--- src/rtl/line_burst_sched.sv ---
// line_burst_sched: per-line burst scheduler ahead of the frame address generator.
// Splits each line into full bursts plus one tail request and owns request timing and the
// low gaps between requests. The address stage advances on request falling edges.
// Optional watchdog: define BURST_TIMEOUT_EN to bound every request to TIMEOUT_CYCLES.
module line_burst_sched #(
  parameter int unsigned BURST_LEN      = 64,
  parameter int unsigned LSIZE          = 16,
  parameter int unsigned TIMEOUT_CYCLES = 4096
) (
  input  logic             clock,
  input  logic             rst_n,
  input  logic             frame_start,
  input  logic             line_start,
  input  logic [LSIZE-1:0] line_beats,
  input  logic             fifo_ok,
  input  logic             xfer_done,
  output logic             new_base,
  output logic             burst_req,
  output logic             tail_req,
  output logic [7:0]       req_len,
  output logic             tail_valid,
  output logic             line_done,
  output logic             line_ovf,
  output logic             timeout_err
);

  localparam int unsigned LB       = $clog2(BURST_LEN);
  localparam logic [7:0]  FULL_LEN = 8'(BURST_LEN - 1);

  localparam logic [2:0] S_IDLE = 3'd0;
  localparam logic [2:0] S_ARM  = 3'd1;
  localparam logic [2:0] S_FULL = 3'd2;
  localparam logic [2:0] S_TAIL = 3'd3;
  localparam logic [2:0] S_GAP  = 3'd4;
  localparam logic [2:0] S_DONE = 3'd5;

  logic [2:0]       state, state_d;
  logic [LSIZE-1:0] nfull, nfull_d;
  logic [LB-1:0]    ntail, ntail_d;
  logic             gap_wait, gap_wait_d;
  logic             tail_phase, tail_phase_d;
  logic             pend_frame, pend_frame_d;
  logic             pend_line, pend_line_d;
  logic [LSIZE-1:0] pend_beats, pend_beats_d;

  logic             new_base_d, burst_req_d, tail_req_d, tail_valid_d, line_done_d, line_ovf_d;
  logic [7:0]       req_len_d;

  logic             take_line;
  logic [LSIZE-1:0] take_beats;
  logic             start_full, start_tail;
  logic             tmo_hit;

`ifdef BURST_TIMEOUT_EN
  localparam int unsigned TW = $clog2(TIMEOUT_CYCLES + 1);
  logic [TW-1:0] tmo_cnt, tmo_cnt_d;
  logic          timeout_err_d;
  logic          tmo_fire;

  // Watchdog reaches its limit on the last allowed high cycle of a request.
  assign tmo_hit = (tmo_cnt == TW'(TIMEOUT_CYCLES - 1));
`else
  // Watchdog absent: requests wait indefinitely; parameter kept referenced for a uniform interface.
  assign tmo_hit     = (TIMEOUT_CYCLES == 0) && 1'b0;
  assign timeout_err = 1'b0;
`endif

  // Next-state, counter, pending-flag and registered-output decode.
  always_comb begin
    state_d      = state;
    nfull_d      = nfull;
    ntail_d      = ntail;
    gap_wait_d   = gap_wait;
    tail_phase_d = tail_phase;
    pend_frame_d = pend_frame;
    pend_line_d  = pend_line;
    pend_beats_d = pend_beats;
    line_ovf_d   = line_ovf;
    new_base_d   = 1'b0;
    burst_req_d  = 1'b0;
    tail_req_d   = 1'b0;
    tail_valid_d = 1'b0;
    req_len_d    = 8'd0;
    line_done_d  = 1'b0;
    take_line    = 1'b0;
    take_beats   = '0;
    start_full   = 1'b0;
    start_tail   = 1'b0;

    case (state)
      S_IDLE, S_ARM: begin
        if (frame_start || pend_frame) begin
          new_base_d   = 1'b1;
          line_ovf_d   = 1'b0;
          pend_frame_d = 1'b0;
          if (frame_start) pend_line_d = 1'b0;
        end
        if (line_start) begin
          take_line  = 1'b1;
          take_beats = line_beats;
          if (pend_line_d) begin
            line_ovf_d  = 1'b1;
            pend_line_d = 1'b0;
          end
        end else if (pend_line_d) begin
          take_line   = 1'b1;
          take_beats  = pend_beats;
          pend_line_d = 1'b0;
        end
        // A fresh new_base blocks request start so the first rise trails it by two cycles.
        if (take_line) begin
          state_d = S_ARM;
        end else if ((state == S_ARM) && fifo_ok && !new_base && !new_base_d) begin
          if (nfull != '0) start_full = 1'b1;
          else             start_tail = 1'b1;
        end
      end

      S_FULL: begin
        if (xfer_done || tmo_hit) begin
          nfull_d    = nfull - LSIZE'(1);
          gap_wait_d = 1'b0;
          state_d    = S_GAP;
        end else begin
          burst_req_d = 1'b1;
          req_len_d   = FULL_LEN;
        end
      end

      S_TAIL: begin
        // Zero-beat tail is a single-cycle strobe that never waits for xfer_done.
        if ((ntail == '0) || xfer_done || tmo_hit) begin
          tail_phase_d = 1'b1;
          gap_wait_d   = 1'b0;
          state_d      = S_GAP;
        end else begin
          tail_req_d   = 1'b1;
          tail_valid_d = 1'b1;
          req_len_d    = 8'(ntail) - 8'd1;
        end
      end

      S_GAP: begin
        if (!gap_wait) begin
          gap_wait_d = 1'b1;
        end else if (tail_phase) begin
          state_d = S_DONE;
        end else if (fifo_ok) begin
          if (nfull != '0) start_full = 1'b1;
          else             start_tail = 1'b1;
        end
      end

      S_DONE: begin
        line_done_d  = 1'b1;
        tail_phase_d = 1'b0;
        if (pend_frame) begin
          new_base_d   = 1'b1;
          line_ovf_d   = 1'b0;
          pend_frame_d = 1'b0;
        end
        if (pend_line) begin
          take_line   = 1'b1;
          take_beats  = pend_beats;
          pend_line_d = 1'b0;
          state_d     = S_ARM;
        end else begin
          state_d = S_IDLE;
        end
      end

      default: state_d = S_IDLE;
    endcase

    if (take_line) begin
      nfull_d = take_beats >> LB;
      ntail_d = take_beats[LB-1:0];
    end

    if (start_full) begin
      state_d     = S_FULL;
      burst_req_d = 1'b1;
      req_len_d   = FULL_LEN;
    end

    if (start_tail) begin
      state_d      = S_TAIL;
      tail_req_d   = 1'b1;
      tail_valid_d = (ntail != '0);
      req_len_d    = (ntail != '0) ? (8'(ntail) - 8'd1) : 8'd0;
    end

    // While a line is in flight, frames and lines are parked; a second parked line is lost.
    if ((state != S_IDLE) && (state != S_ARM)) begin
      if (frame_start) pend_frame_d = 1'b1;
      if (line_start) begin
        if (pend_line_d) begin
          line_ovf_d = 1'b1;
        end else begin
          pend_line_d  = 1'b1;
          pend_beats_d = line_beats;
        end
      end
    end

`ifdef BURST_TIMEOUT_EN
    tmo_fire = tmo_hit && !xfer_done &&
               ((state == S_FULL) || ((state == S_TAIL) && (ntail != '0)));
    timeout_err_d = timeout_err | tmo_fire;
    if (start_full || start_tail)                  tmo_cnt_d = '0;
    else if ((state_d == S_FULL) || (state_d == S_TAIL)) tmo_cnt_d = tmo_cnt + TW'(1);
    else                                           tmo_cnt_d = '0;
`endif
  end

  // State, counters and registered outputs; reset drops every request immediately.
  always_ff @(posedge clock or negedge rst_n) begin
    if (!rst_n) begin
      state      <= S_IDLE;
      nfull      <= '0;
      ntail      <= '0;
      gap_wait   <= 1'b0;
      tail_phase <= 1'b0;
      pend_frame <= 1'b0;
      pend_line  <= 1'b0;
      pend_beats <= '0;
      new_base   <= 1'b0;
      burst_req  <= 1'b0;
      tail_req   <= 1'b0;
      tail_valid <= 1'b0;
      req_len    <= 8'd0;
      line_done  <= 1'b0;
      line_ovf   <= 1'b0;
`ifdef BURST_TIMEOUT_EN
      tmo_cnt     <= '0;
      timeout_err <= 1'b0;
`endif
    end else begin
      state      <= state_d;
      nfull      <= nfull_d;
      ntail      <= ntail_d;
      gap_wait   <= gap_wait_d;
      tail_phase <= tail_phase_d;
      pend_frame <= pend_frame_d;
      pend_line  <= pend_line_d;
      pend_beats <= pend_beats_d;
      new_base   <= new_base_d;
      burst_req  <= burst_req_d;
      tail_req   <= tail_req_d;
      tail_valid <= tail_valid_d;
      req_len    <= req_len_d;
      line_done  <= line_done_d;
      line_ovf   <= line_ovf_d;
`ifdef BURST_TIMEOUT_EN
      tmo_cnt     <= tmo_cnt_d;
      timeout_err <= timeout_err_d;
`endif
    end
  end

endmodule

--- config.mk ---
export PLATFORM = sky130hd
export DESIGN_NAME = line_burst_sched
export DESIGN_NICKNAME = d
export VERILOG_FILES = /design/src/rtl/line_burst_sched.sv
export SDC_FILE = /design/constraint.sdc
export NUM_CORES = 1
export LEC_CHECK = 0
export ABC_AREA = 1
export ABC_CLOCK_PERIOD_IN_PS = 4500
export BUFFER_PORTS_ARGS = -buffer_cell sky130_fd_sc_hd__buf_2
export CELL_PAD_IN_SITES_DETAIL_PLACEMENT = 0
export CELL_PAD_IN_SITES_GLOBAL_PLACEMENT = 1
export CORE_ASPECT_RATIO = 1.5
export CORE_UTILIZATION = 47
export DETAILED_ROUTE_END_ITERATION = 8
export PLACE_DENSITY = 0.82
export SLEW_MARGIN = 20
export SYNTH_ARGS = -nofsm -noshare
export SYNTH_HDL_FRONTEND = slang
export SYNTH_SLANG_ARGS = --single-unit
--- constraint.sdc ---
create_clock -name clock -period 4.5 [get_ports clock]
set_input_delay 0.45 -clock clock [delete_from_list [all_inputs] [get_ports clock]]
set_output_delay 0.45 -clock clock [all_outputs]
set_load 0.005 [all_outputs]
==> results.json <==
{
  "cts_root_buf": "clkbuf_8",
  "pwr-share-clk_pct": 24.0,
  "wirelength_microns": 7010,
  "ys_seq_area_share_pct": 45.6,
  "p_int_w": 0.00138,
  "pre_cts_ws_ps": 2460,
  "status": "complete, no violations",
  "slew_violations": 0,
  "drtIter0Drc": 120,
  "worstPathArrival_ps": 2330,
  "firstDrtPassIters": 4,
  "ys_types": 42,
  "rsz0062_at_grt": "no",
  "synth_area_sq_um": 3180,
  "final_cell_mix": "nand2_1 (69), dfrtp_1 (58), inv_1 (43), buf_2 (35), nor2_1 (25)",
  "layout_commonest_cell": "nand2_1",
  "cts_tree": "yes",
  "grt_pass1_wl_microns": 12000,
  "finalClockSkew_ps": 6.52,
  "dominantRegCellSynth": "dfrtp_1",
  "syn_area_per_cell_sq_um": 8.60,
  "port_buffers": 35,
  "placedInstanceArea_sq_um": 3380,
  "antenna_found_initial": 0,
  "finalHoldViolCount": 0,
  "period_share_pct": 45.9,
  "yosysTopAreaCell": "dfrtp_1",
  "setup_viol": 0,
  "cts_made_buffers": 9,
  "synthCells": 370,
  "critPathLaunchType": "flip-flop",
  "netlist_top_cells_area": "dfrtp_1 (46%), nand2_1 (8.1%), inv_1 (5.1%), o21ai_0 (3.8%), nand3_1 (3.3%)",
  "overflow": 0,
  "grt_pass1_vias": 2629,
  "ir_worst_vdd_uv": 318,
  "hp-class": "in2async",
  "p_leak_nw": 1.85,
  "regArea_sq_um": 1450,
  "routabilityCongestion": 0.813,
  "cp-end-kind": "flip-flop",
  "required_ps": 4760,
  "clkTransAtPathRegs_ps": 70,
  "ctsResizeCount": 0,
  "yosys_warnings": 0,
  "layout_setup_ws_ps": 2440,
  "fillers": 606,
  "post-route-drc-count": 0,
  "p_sw_share_pct": 39.9,
  "htree_levels": 3,
  "num_vias": 2583,
  "synth_edf_count": 0,
  "pwr-share-seq_pct": 37.2,
  "async_flop_share_pct": 100,
  "cap_violations": 0,
  "setup_tns_ps": 0,
  "worst_pin_slew_ps": 793,
  "clock_sinks": 58,
  "relSlewSlack_pct": 46.9,
  "die_h_microns": 103,
  "coreArea_sq_um": 6530,
  "grt.total_usage_pct": 21.7,
  "ant_nets": 0,
  "met2_usage_pct": 38.8,
  "initial_utilization_pct": 48.7,
  "avgRoutedWirePerCell_microns": 14.3,
  "clock_path_buffers": 2,
  "ys_ff_latch": 58,
  "top_usage_layer": "met2",
  "nets": 433,
  "path_class": "reg2reg",
  "fin_crit_ps": 2070,
  "ios": 37,
  "switchingPower_w": 0.000918,
  "grt_use_met1_pct": 25.6,
  "drive_gt1_share_pct": 21.8,
  "grt_max_degree": 59,
  "antennaDiodeCount": 0,
  "final_area_sq_um": 3610,
  "cts_hold_buf": 0,
  "post_cts_buffers": 0,
  "crit_fanout": 14,
  "rows": 36,
  "yosysTopAreaCellShare_pct": 45.6,
  "hpwl_microns": 4980,
  "comb_power_share_pct": 38.8,
  "multi_input_area_sq_um": 1460,
  "met3_usage_pct": 2.93,
  "fmax_ghz": 0.484,
  "die_area_sq_um": 7110,
  "power.density_nw_per_um2": 637,
  "vias_per_cell": 5.28,
  "die_x_microns": 69.2,
  "clock_latency_ps": 340,
  "syn_to_final_growth_pct": 13.5
}
cells by family (layout without fill, tap and decap cells):
logic type	after synthesis	after routing	share of synthesized area, %
AO/OA/AOI/OAI	79	79	15.6
XOR/XNOR	7	7	1.93
adder cells (fa/ha/maj)	3	3	1.18
buffers and inverters	61	103	8.73
flip-flops	58	58	45.6
multiplexers	4	4	1.42
other	1	2	0.118
AND/OR/NAND/NOR	157	157	25.4
critical path, cell delays in order (launching register included):
cell      delay (ps)
dfrtp_1          480
nor2_4           330
nand2_1          140
nor3_2           620
o21ai_0          180
o211ai_1         120
nand2_1           60
o21ai_1           60
layout make-up:
type | count | area share, %
Multi-Input combinational cell | 252 | 40.3
Sequential cell | 58 | 40.2
Clock inverter | 4 | 2.04
Timing Repair Buffer | 36 | 5.06
Clock buffer | 12 | 4.30
Inverter | 51 | 5.44
Tap cell | 76 | 2.63
path summary, 6_finish.rpt:
check / startpoint / end / slack (ps) / cells past startpoint
max: state[1]$_DFFE_PN0P_ / nfull[1]$_DFFE_PN0P_ / 2440 / 7
min: rst_n / nfull[5]$_DFFE_PN0P_ / 250 / 2
max reg2reg: state[1]$_DFFE_PN0P_ / nfull[1]$_DFFE_PN0P_ / 2440 / 7
min reg2reg: nfull[14]$_DFFE_PN0P_ / nfull[14]$_DFFE_PN0P_ / 470 / 1
max in group asynchronous: rst_n / pend_beats[2]$_DFFE_PN0P_ / 3710 / 2
min in group clock: line_beats[6] / pend_beats[6]$_DFFE_PN0P_ / 350 / 2
power groups by stage:
| stage | logic [W] | registers (W) | clock network [W] |
|---|---|---|---|
| floorplan | 0.000737 | 0.000829 | 0 |
| global placement | 0.000890 | 0.000859 | 0 |
| detailed placement | 0.000902 | 0.000861 | 0 |
| CTS | 0.000905 | 0.000854 | 0.000566 |
| global route | 0.00102 | 0.000879 | 0.000588 |
| finish | 0.000893 | 0.000856 | 0.000553 |
registers in the layout, summed over array words and instances (netlist names):
signal	flops
nfull	16
tail_phase	1
ntail	6
pend_line	1
new_base	1
pend_frame	1
req_len	7
gap_wait	1
tail_req	1
line_ovf	1
burst_req	1
pend_beats	16
state	3
line_done	1
tail_valid	1
Yosys cell counts (2+ instances only):
library cell  instances
nand2_1              69
nand2_2               3
dfrtp_1              58
nor2_4                5
nand4_1              10
nand3_1              21
inv_1                43
a31oi_1               4
o22ai_1               4
xnor2_1               3
xor2_1                4
inv_2                 7
o21ai_1              19
mux2_1                4
o21ai_0              24
buf_6                 3
nor3_1                5
o21bai_2              6
o211ai_1              6
a21oi_1               5
nand2_4               8
nor2_1               25
o221ai_1              5
buf_4                 5
buf_2                 2
nor3_2                2
nor2_2                3
ha_1                  3
metrics by stage:
stage / hold WS, ps / util, % / std cells / power [W]
after global routing: 338 / 55.3 / 489 / 0.00249
after detailed placement: 466 / 51.8 / 473 / 0.00176
after CTS: 286 / 55.3 / 489 / 0.00233
after global placement: 457 / 51.8 / 473 / 0.00175
after floorplan: 154 / - / 371 / 0.00157
final: 249 / 55.3 / 489 / 0.00230
routing by layer:
metal  up-vias  wire length [microns]
met1      1224                   3180
met4         0                    149
li1       1307                      -
met2        38                   3480
met3        14                    204
met5         -                      0
(Power assumes the default switching activity.)
